==> src/rtl/countdown_pkg.sv <==
// Shared types and helpers for the MM:SS countdown timer.
package countdown_pkg;

  typedef enum logic [1:0] {
    ST_IDLE  = 2'd0,
    ST_RUN   = 2'd1,
    ST_PAUSE = 2'd2,
    ST_DONE  = 2'd3
  } state_e;

  typedef logic [3:0] bcd_digit_t;

  typedef struct packed {
    logic [7:0] min;
    logic [7:0] sec;
  } mmss_t;

  localparam bcd_digit_t SEC_TENS_MAX = 4'd5;
  localparam bcd_digit_t UNITS_MAX    = 4'd9;

  // Saturate each digit of a two-digit BCD byte to 59.
  function automatic logic [7:0] bcd_clamp(input logic [7:0] v);
    bcd_digit_t t;
    bcd_digit_t u;
    t = v[7:4];
    u = v[3:0];
    if (t > SEC_TENS_MAX) t = SEC_TENS_MAX;
    if (u > UNITS_MAX)    u = UNITS_MAX;
    return {t, u};
  endfunction

endpackage

==> src/rtl/countdown_timer_tick_prescaler.sv <==
// Clock-enable prescaler: counts 0..DIV-1 while enabled, wrap marks the last count.
module tick_prescaler #(
  parameter int unsigned DIV = 10
) (
  input  logic clk,
  input  logic reset,
  input  logic clr,
  input  logic en,
  output logic wrap
);

  localparam int unsigned PRESCALE_W = (DIV > 1) ? $clog2(DIV) : 1;
  localparam logic [PRESCALE_W-1:0] LAST = PRESCALE_W'(DIV - 1);

  logic [PRESCALE_W-1:0] cnt_q;

  assign wrap = en && (cnt_q == LAST);

  // Counter: clear wins, otherwise advance and wrap while enabled, hold when not.
  always_ff @(posedge clk or negedge reset) begin
    if (!reset)      cnt_q <= '0;
    else if (clr)    cnt_q <= '0;
    else if (en)     cnt_q <= wrap ? '0 : cnt_q + 1'b1;
  end

endmodule

==> src/rtl/countdown_timer.sv <==
// Loadable BCD MM:SS countdown timer with 1 Hz clock-enable tick.
// Optional build macro COUNTDOWN_AUTO_RELOAD_EN: on expiry reload the saved
// value and keep running, with done as a single-cycle pulse.
module countdown_timer
  import countdown_pkg::*;
#(
  parameter int unsigned CLK_HZ  = 25000000,
  parameter int unsigned TICK_HZ = 1
) (
  input  logic       clk,
  input  logic       reset,
  input  logic       load,
  input  logic [7:0] load_min_bcd,
  input  logic [7:0] load_sec_bcd,
  input  logic       start,
  input  logic       stop,
  output logic [7:0] min_bcd,
  output logic [7:0] sec_bcd,
  output logic       running,
  output logic       tick,
  output logic       done
);

  localparam int unsigned DIV = CLK_HZ / TICK_HZ;

`ifdef COUNTDOWN_AUTO_RELOAD_EN
  localparam bit AUTO_RELOAD = 1'b1;
`else
  localparam bit AUTO_RELOAD = 1'b0;
`endif

  if (DIV < 2) begin : g_div_chk
    $error("countdown_timer: CLK_HZ/TICK_HZ must be >= 2");
  end

  state_e state_q;
  mmss_t  val_q, saved_q, val_dec, val_ld;
  logic   running_q, tick_q, done_q;
  logic   ps_clr, ps_en, ps_wrap;
  logic   go, val_zero, val_one;

  // stop always beats start when both arrive together
  assign go       = start && !stop;
  assign val_ld   = {bcd_clamp(load_min_bcd), bcd_clamp(load_sec_bcd)};
  assign val_zero = (val_q == 16'h0000);
  assign val_one  = (val_q == 16'h0001);

  // Prescaler only advances on RUN edges that are not being interrupted, so a
  // pause freezes the exact count that was showing when stop was sampled.
  assign ps_en  = (state_q == ST_RUN) && !load && !stop;
  assign ps_clr = load || ((state_q == ST_IDLE) && go);

  tick_prescaler #(.DIV(DIV)) u_presc (
    .clk   (clk),
    .reset (reset),
    .clr   (ps_clr),
    .en    (ps_en),
    .wrap  (ps_wrap)
  );

  // BCD decrement with borrow from seconds into minutes; 00:00 never reaches here.
  always_comb begin
    val_dec = val_q;
    if (val_q.sec[3:0] != 4'd0) begin
      val_dec.sec[3:0] = val_q.sec[3:0] - 4'd1;
    end else if (val_q.sec[7:4] != 4'd0) begin
      val_dec.sec = {val_q.sec[7:4] - 4'd1, UNITS_MAX};
    end else begin
      val_dec.sec = {SEC_TENS_MAX, UNITS_MAX};
      if (val_q.min[3:0] != 4'd0) val_dec.min[3:0] = val_q.min[3:0] - 4'd1;
      else                        val_dec.min      = {val_q.min[7:4] - 4'd1, UNITS_MAX};
    end
  end

  // Control FSM with registered value, tick, done and running outputs.
  always_ff @(posedge clk or negedge reset) begin
    if (!reset) begin
      state_q   <= ST_IDLE;
      val_q     <= '0;
      saved_q   <= '0;
      running_q <= 1'b0;
      tick_q    <= 1'b0;
      done_q    <= 1'b0;
    end else begin
      tick_q <= 1'b0;
      if (load) begin
        state_q   <= ST_IDLE;
        val_q     <= val_ld;
        saved_q   <= val_ld;
        done_q    <= 1'b0;
        running_q <= 1'b0;
      end else begin
        case (state_q)
          ST_IDLE: begin
            if (go) begin
              if (val_zero) begin
                state_q <= ST_DONE;
                done_q  <= 1'b1;
              end else begin
                state_q   <= ST_RUN;
                running_q <= 1'b1;
              end
            end
          end
          ST_RUN: begin
            if (stop) begin
              state_q   <= ST_PAUSE;
              running_q <= 1'b0;
            end else begin
              done_q <= 1'b0;
              if (ps_wrap) begin
                tick_q <= 1'b1;
                if (val_one) begin
                  done_q <= 1'b1;
                  if (AUTO_RELOAD && (saved_q != 16'h0000)) begin
                    val_q <= saved_q;
                  end else begin
                    val_q     <= '0;
                    state_q   <= ST_DONE;
                    running_q <= 1'b0;
                  end
                end else begin
                  val_q <= val_dec;
                end
              end
            end
          end
          ST_PAUSE: begin
            if (go) begin
              state_q   <= ST_RUN;
              running_q <= 1'b1;
            end
          end
          ST_DONE: ;
          default: begin
            state_q   <= ST_IDLE;
            running_q <= 1'b0;
          end
        endcase
      end
    end
  end

  assign min_bcd = val_q.min;
  assign sec_bcd = val_q.sec;
  assign running = running_q;
  assign tick    = tick_q;
  assign done    = done_q;

endmodule

==> config.mk <==
export PLATFORM = sky130hd
export DESIGN_NAME = countdown_timer
export DESIGN_NICKNAME = d
export VERILOG_FILES = /design/src/rtl/countdown_pkg.sv /design/src/rtl/countdown_timer_tick_prescaler.sv /design/src/rtl/countdown_timer.sv
export SDC_FILE = /design/constraint.sdc
export NUM_CORES = 1
export LEC_CHECK = 0
export CAP_MARGIN = 10
export CORE_AREA = 5 5 86 88
export DETAILED_ROUTE_END_ITERATION = 8
export DIE_AREA = 0 0 91 93
export PLACE_DENSITY_LB_ADDON = 0.3
export SLEW_MARGIN = 20
export SYNTH_ARGS = -nofsm -noshare
export SYNTH_HDL_FRONTEND = slang
export SYNTH_HIERARCHICAL = 1
export SYNTH_SLANG_ARGS = --single-unit
==> constraint.sdc <==
create_clock -name clk -period 7.35 [get_ports clk]
set_input_delay 1.1025 -clock clk [delete_from_list [all_inputs] [get_ports clk]]
set_output_delay 1.1025 -clock clk [all_outputs]
set_load 0.02 [all_outputs]
==> out/results.ini, run 1 <==
[outcome]
outcome=finished clean

[power_and_ir_drop]
power.leakage_uw=0.00141
p_int_uw=426
p_per_area_nw_per_um2=179
comb_power_share_pct=30.3
p_switching_uw=226
power_uw=652
power_frac_seq_pct=45.4
swShare_pct=34.7
pwr-share-clk_pct=24.3
irDropWorstVdd_v=0.000143

[synth]
synth.top_cell.area_share_pct=36.6
ys_warn_count=6
synth_flop_cell=dfrtp_1
synth-xor-area-share_pct=3.34
ys_seq_area_share_pct=36.6
synth-edff-count=0
synth_area_sq_um=3140
ys_seq_elements=46
synthAdderAreaFrac_pct=3.18
yosys.area_share.simple_pct=31.0
yosys.area.top_type=dfrtp_1
async_flop_share_pct=100
synth_fp_nets=384
syn-mean-instance-area_sq_um=8.85
synth.distinct_cells=72
synth_top_family_by_area=simple AND/OR/NAND/NOR gates
synth_compound_area_share_pct=19.7
synthMuxAreaShare_pct=0.995
syn_inst=355
netlist_top_cells_area=dfrtp_1 37%, nor2_1 3.7%, nand2_1 3.3%

[placement]
placedCellCount=458
dp_hpwl_mm=5.75
portBuffers=39
place.gp.congestion=0.889

[cells_and_area]
insertedDiodeCount=0
nets=414
syn_to_final_growth_pct=15.9
stdcell_count=466
n_fill_cell=586
drive_gt1_share_pct=8.29

[cts]
cts_hold_buf=0
cts_setup_buffers=0
cts-root-buf=clkbuf_8
clockBufferDepth=2
cts_tree=done
cts_buffers=5
cts_resized=0
clk_pin_slew_ns=0.09
htreeDepth=2
cts.sinks=46
clk_latency_ns=0.31

[worst_setup_path]
reg2reg_slack_ns=3.59
critPathLaunchType=input pin
critPathLaunch=load
worst_path_most_repeated_cell=nor2_1
slowest_stage=clkdlybuf4s50_1
worstPathRequired_ns=7.58
critPathMaxFanout=23
max_stage_delay_ns=0.83
r2r_start=state_q[1]
worstPathArrival_ns=4.85
cp-end-kind=flip-flop
path_cells=clkdlybuf4s50_1, nor2_1, and3_1, nand4_1, nor2_1, nand3b_1, or4_1, a21oi_1, mux2i_1
crit_type=in2reg

[floorplan]
die-area_sq_um=8460
dieHeight_um=93
start_util_pct=47.8
die_w_um=91
core_sq_um=6570
rows=30
io_pins=40

[detailed_routing]
avgRoutedWirePerCell_um=16.9
drt-initial-drc-count=212
ant_nets=0
dr_total_vias=2892
drc_errors=0
wirelength_mm=7.89
dr.pass1.iters=4
viasPerCell=6.21

[sta]
max_freq_ghz=0.216
period_minus_slack_ns=4.62
slew_viol_final=0
fin_skew_ns=0.00974
slew_headroom_pct=45.3
rsz0062_at_grt=false
setup-tns-final_ns=0
fin_crit_sh_pct=62.9
setup_violations=0
worstMarginPinSlew_ns=0.817
finalHoldViolCount=0

[hold_path]
hp-start=state_q[1]
hp-class=reg2reg

[job]
cap_violations=0

[grt]
antenna_found_initial=0
grt.total_usage_pct=19.4
grt-ovfl-total=0
grt_max_degree=47
grt_pass1_wl_mm=13.6
first_global_vias=2775

==> routing by layer <==
metal | vias up | GRT usage, % | share of wire, %
met5 | - | 0 | 0
li1 | 1398 | - | -
met4 | 0 | 6.36 | 1.4
met2 | 73 | 30.3 | 47
met1 | 1410 | 27.4 | 47
met3 | 11 | 3.30 | 5.1
==> final cells by class <==
type	count	area, sq um	share of cell area [%]
timing repair buffer	40	395	10.9
clock buffer	5	68.8	1.89
inverter	20	75.1	2.06
multi-input combinational	272	1830	50.3
sequential	46	1150	31.6
clock inverter	3	21.3	0.584
tap	80	100	2.75
==> per-stage QoR <==
stage / util [%] / cell area, sq um / setup slack [ns] / hold slack [ns]
6_report: 55.4 / 3640 / 2.73 / 0.548
5_1_grt: 55.4 / 3640 / 2.38 / 0.581
2_1_floorplan: - / 3140 / 4.09 / 0.489
4_1_cts: 55.4 / 3640 / 2.76 / 0.553
3_3_place_gp: 54.0 / 3550 / 2.57 / 0.524
3_5_place_dp: 54.0 / 3550 / 2.44 / 0.531
==> state kept, by name, summed over array words and instances, names as in the netlist <==
name	cells
running	1
sec_bcd	8
done	1
u_presc/cnt_q	25
tick	1
state_q	2
min_bcd	8
==> power groups by stage <==
stage	Sequential, uW	Clock (uW)	Combinational (uW)
finish	296	159	198
global route	300	173	217
CTS	295	163	197
detailed placement	300	0	196
global placement	300	0	193
floorplan	306	0	119
==> logic make-up after synthesis <==
group           count (synthesis)
buf+inv                        37
xor+xnor                       12
flops                          46
mux                             3
simple gates                  164
compound gates                 85
fa+ha+maj                       8
==> cells in the final DEF, fill, tap and decap left out, drive strengths merged, types with 3 or more instances in the layout <==
master	instances
dfrtp	46
clkdlybuf4s50	38
nor2	32
nand2	28
inv	20
a21oi	17
o21ai	15
nand4	13
nand3	12
nor3	11
nand2b	9
or3	8
ha	8
o211ai	7
and3	7
or4	7
nor4	6
o31ai	6
xnor2	6
xor2	6
clkbuf	5
nor3b	5
and4	5
a311oi	4
a211oi	4
nor4b	4
nor2b	3
nand4b	3
a31oi	3
o311ai	3
o41ai	3
or2	3
a211o	3
or4b	3
==> worst max-delay path, delay by kind of cell <==
kind / cells / cell delay (ns)
compound gates: 1 / 0.17
mux: 1 / 0.20
buf+inv: 1 / 0.83
simple gates: 6 / 2.54
==> final timing paths <==
check	endpoint	cells past startpoint
max in group asynchronous	sec_bcd[6]	1
min reg2reg	state_q[1]	1
min in group asynchronous	min_bcd[5]	1
max reg2reg	sec_bcd[7]	11
min	state_q[1]	1
max	sec_bcd[7]	9
==> Yosys cell counts (3+ instances only) <==
master and instances:
xnor2_1 6, nand2_1 28, a21oi_1 16, nand3_1 12, dfrtp_1 46, o21ai_0 15
o211ai_1 7, xor2_1 6, or3_1 8, clkbuf_1 13, nor2b_1 3, and3_1 6
nand4_1 11, nand2b_1 9, nor3_1 11, nor2_1 31, ha_1 8, a311oi_1 4
a211oi_1 4, nor4b_1 3, and4_1 4, nand4b_1 3, or4_1 4, nor4_1 6
inv_1 20, o31ai_1 6, nor3b_1 4, a31oi_1 3, o311ai_0 3
(Power assumes the default switching activity.)
==> run 2: changes to the inputs <==
- clock period: 7.35 -> 4.8 ns (I/O delays scaled with it)
==> out/results.ini, run 2 (synthesis gave the netlist of run 1 again) <==
[cells_and_area]
insertedDiodeCount=0  ; unchanged
stdcell_count=469  ; +0.64%
largest_reg_flops=25  ; unchanged
n_fill_cell=605  ; +3.2%
drive_gt1_share_pct=8.74  ; +0.45 points
final_cell_mix=46 x dfrtp_1, 38 x clkdlybuf4s50_1, 31 x nor2_1, 28 x nand2_1, 20 x inv_1
final_core_util_pct=55.8  ; +0.36 points
syn_to_final_growth_pct=16.6
nets=417  ; +0.72%
top_register=u_presc/cnt_q
layout_commonest_cell=dfrtp_1

[floorplan]
rows=30  ; unchanged
die_w_um=91  ; unchanged
core_sq_um=6570  ; unchanged
dieHeight_um=93  ; unchanged
start_util_pct=47.8  ; unchanged
io_pins=40  ; unchanged
die-area_sq_um=8460  ; unchanged

[detailed_routing]
drt-initial-drc-count=222  ; +4.7%
dr_total_vias=2894  ; +0.069%
ant_nets=0  ; unchanged
viasPerCell=6.17  ; -0.57%
wirelength_mm=7.77  ; -1.5%
avgRoutedWirePerCell_um=16.6  ; -2.1%
dr.pass1.iters=5  ; +1
drc_errors=0  ; unchanged

[sta]
setup_violations=0  ; unchanged
finalHoldViolCount=0  ; unchanged
fin_crit_sh_pct=67.3
fin_skew_ns=0.0134  ; +0.00366 ns
slew_viol_final=0  ; unchanged
worstMarginPinSlew_ns=0.804  ; -0.0130 ns
fin_hold_ws_ns=0.403  ; -0.145 ns
slew_headroom_pct=46.1  ; +0.71 points
period_minus_slack_ns=3.23
max_freq_ghz=0.309
setup-tns-final_ns=0  ; unchanged
rsz0062_at_grt=false

[cts]
clockBufferDepth=2  ; unchanged
cts-root-buf=clkbuf_8
cts_tree=done
cts_resized=0  ; unchanged
clk_pin_slew_ns=0.09  ; about the same
cts_buffers=5  ; unchanged
htreeDepth=2  ; unchanged
cts.sinks=46  ; unchanged
clk_latency_ns=0.31  ; about the same
cts_hold_buf=0  ; unchanged
cts_setup_buffers=0  ; unchanged

[grt]
use_met3_pct=3.06  ; -0.24 points
grt_use_met1_pct=27.8  ; +0.40 points
grt_pass1_wl_mm=13.7  ; +0.15%
grt.total_usage_pct=19.2  ; -0.20 points
first_global_vias=2882  ; +3.9%
grt-ovfl-total=0  ; unchanged
grt.busiest_layer=met2
antenna_found_initial=0  ; unchanged
met2_usage_pct=29.9  ; -0.42 points
grt_max_degree=47  ; unchanged

[job]
cap_violations=0  ; unchanged

[worst_setup_path]
cp-end-kind=flip-flop
critPathMaxFanout=11  ; -52%
critPathLaunchType=input pin
worstPathRequired_ns=5.03  ; -2.55 ns
crit_type=in2reg
worstPathArrival_ns=3.47  ; -1.38 ns

[placement]
dp_hpwl_mm=5.60  ; -2.7%
place.gp.congestion=0.866  ; -2.6%
portBuffers=39  ; unchanged
placedCellCount=461  ; +0.66%

[outcome]
outcome=finished clean

[power_and_ir_drop]
p_per_area_nw_per_um2=274  ; +53%
power.leakage_uw=0.00143  ; +1.4%
irDropWorstVdd_v=0.000152  ; +6.2%

[hold_path]
hp-class=in2async

## run 2: cell types whose count changed in the layout (fill, tap and decap cells not counted), sizes merged
cell,previous run,this run
clkinvlp,1,0
clkinv,2,1
clkbuf,5,7
buf,2,5
## run 2: per-stage QoR
| step | cell area [sq um] | worst slack (ns) | power (uW) |
|---|---|---|---|
| after floorplan | 3140 | 1.92 | 651 |
| after global placement | 3570 | 1.40 | 761 |
| after detailed placement | 3570 | 1.25 | 764 |
| after CTS | 3660 | 1.58 | 1010 |
| after global routing | 3670 | 1.30 | 1070 |
| final | 3670 | 1.57 | 1000 |
## run 2: area by class of cell
class                   count  area [sq um]  share of cell area, %
multi-input cells         272          1830                   49.9
flip-flops and latches     46          1150                   31.4
repair buffers             43           418                   11.4
well taps                  80           100                   2.73
clock buffers               7          86.3                   2.35
inverters                  20          75.1                   2.05
clock inverters             1          5.00                  0.137
## run 2: layer usage
metal / vias up / wire length (um)
met2: 77 / 3590
met3: 9 / 313
met1: 1396 / 3790
met4: 0 / 76
li1: 1412 / -
met5: - / 0
## run 2: path summary, 6_finish.rpt
check                      startpoint                end  slack [ns]  cells past startpoint
min in group clk           state_q[1]         state_q[1]        0.55                      1
max in group asynchronous       reset  u_presc/cnt_q[20]        3.97                      1
min reg2reg                state_q[1]         state_q[1]        0.55                      1
max                              stop         sec_bcd[7]        1.57                     10
min                             reset         sec_bcd[0]        0.40                      1
max reg2reg                state_q[1]         sec_bcd[7]        1.78                     11
## run 2: critical path: stages
cell	delay (ns)
clkdlybuf4s50_1	0.48
nand2b_1	0.21
nor2_1	0.13
and3_1	0.25
nand4_1	0.18
nor2_1	0.27
nand3b_1	0.35
or4_1	0.51
a21oi_1	0.17
mux2i_1	0.19
## run 2: where the power goes
| group | internal (uW) | switching, uW |
|---|---|---|
| clock network | 116 | 130 |
| registers | 415 | 37.1 |
| logic | 137 | 168 |
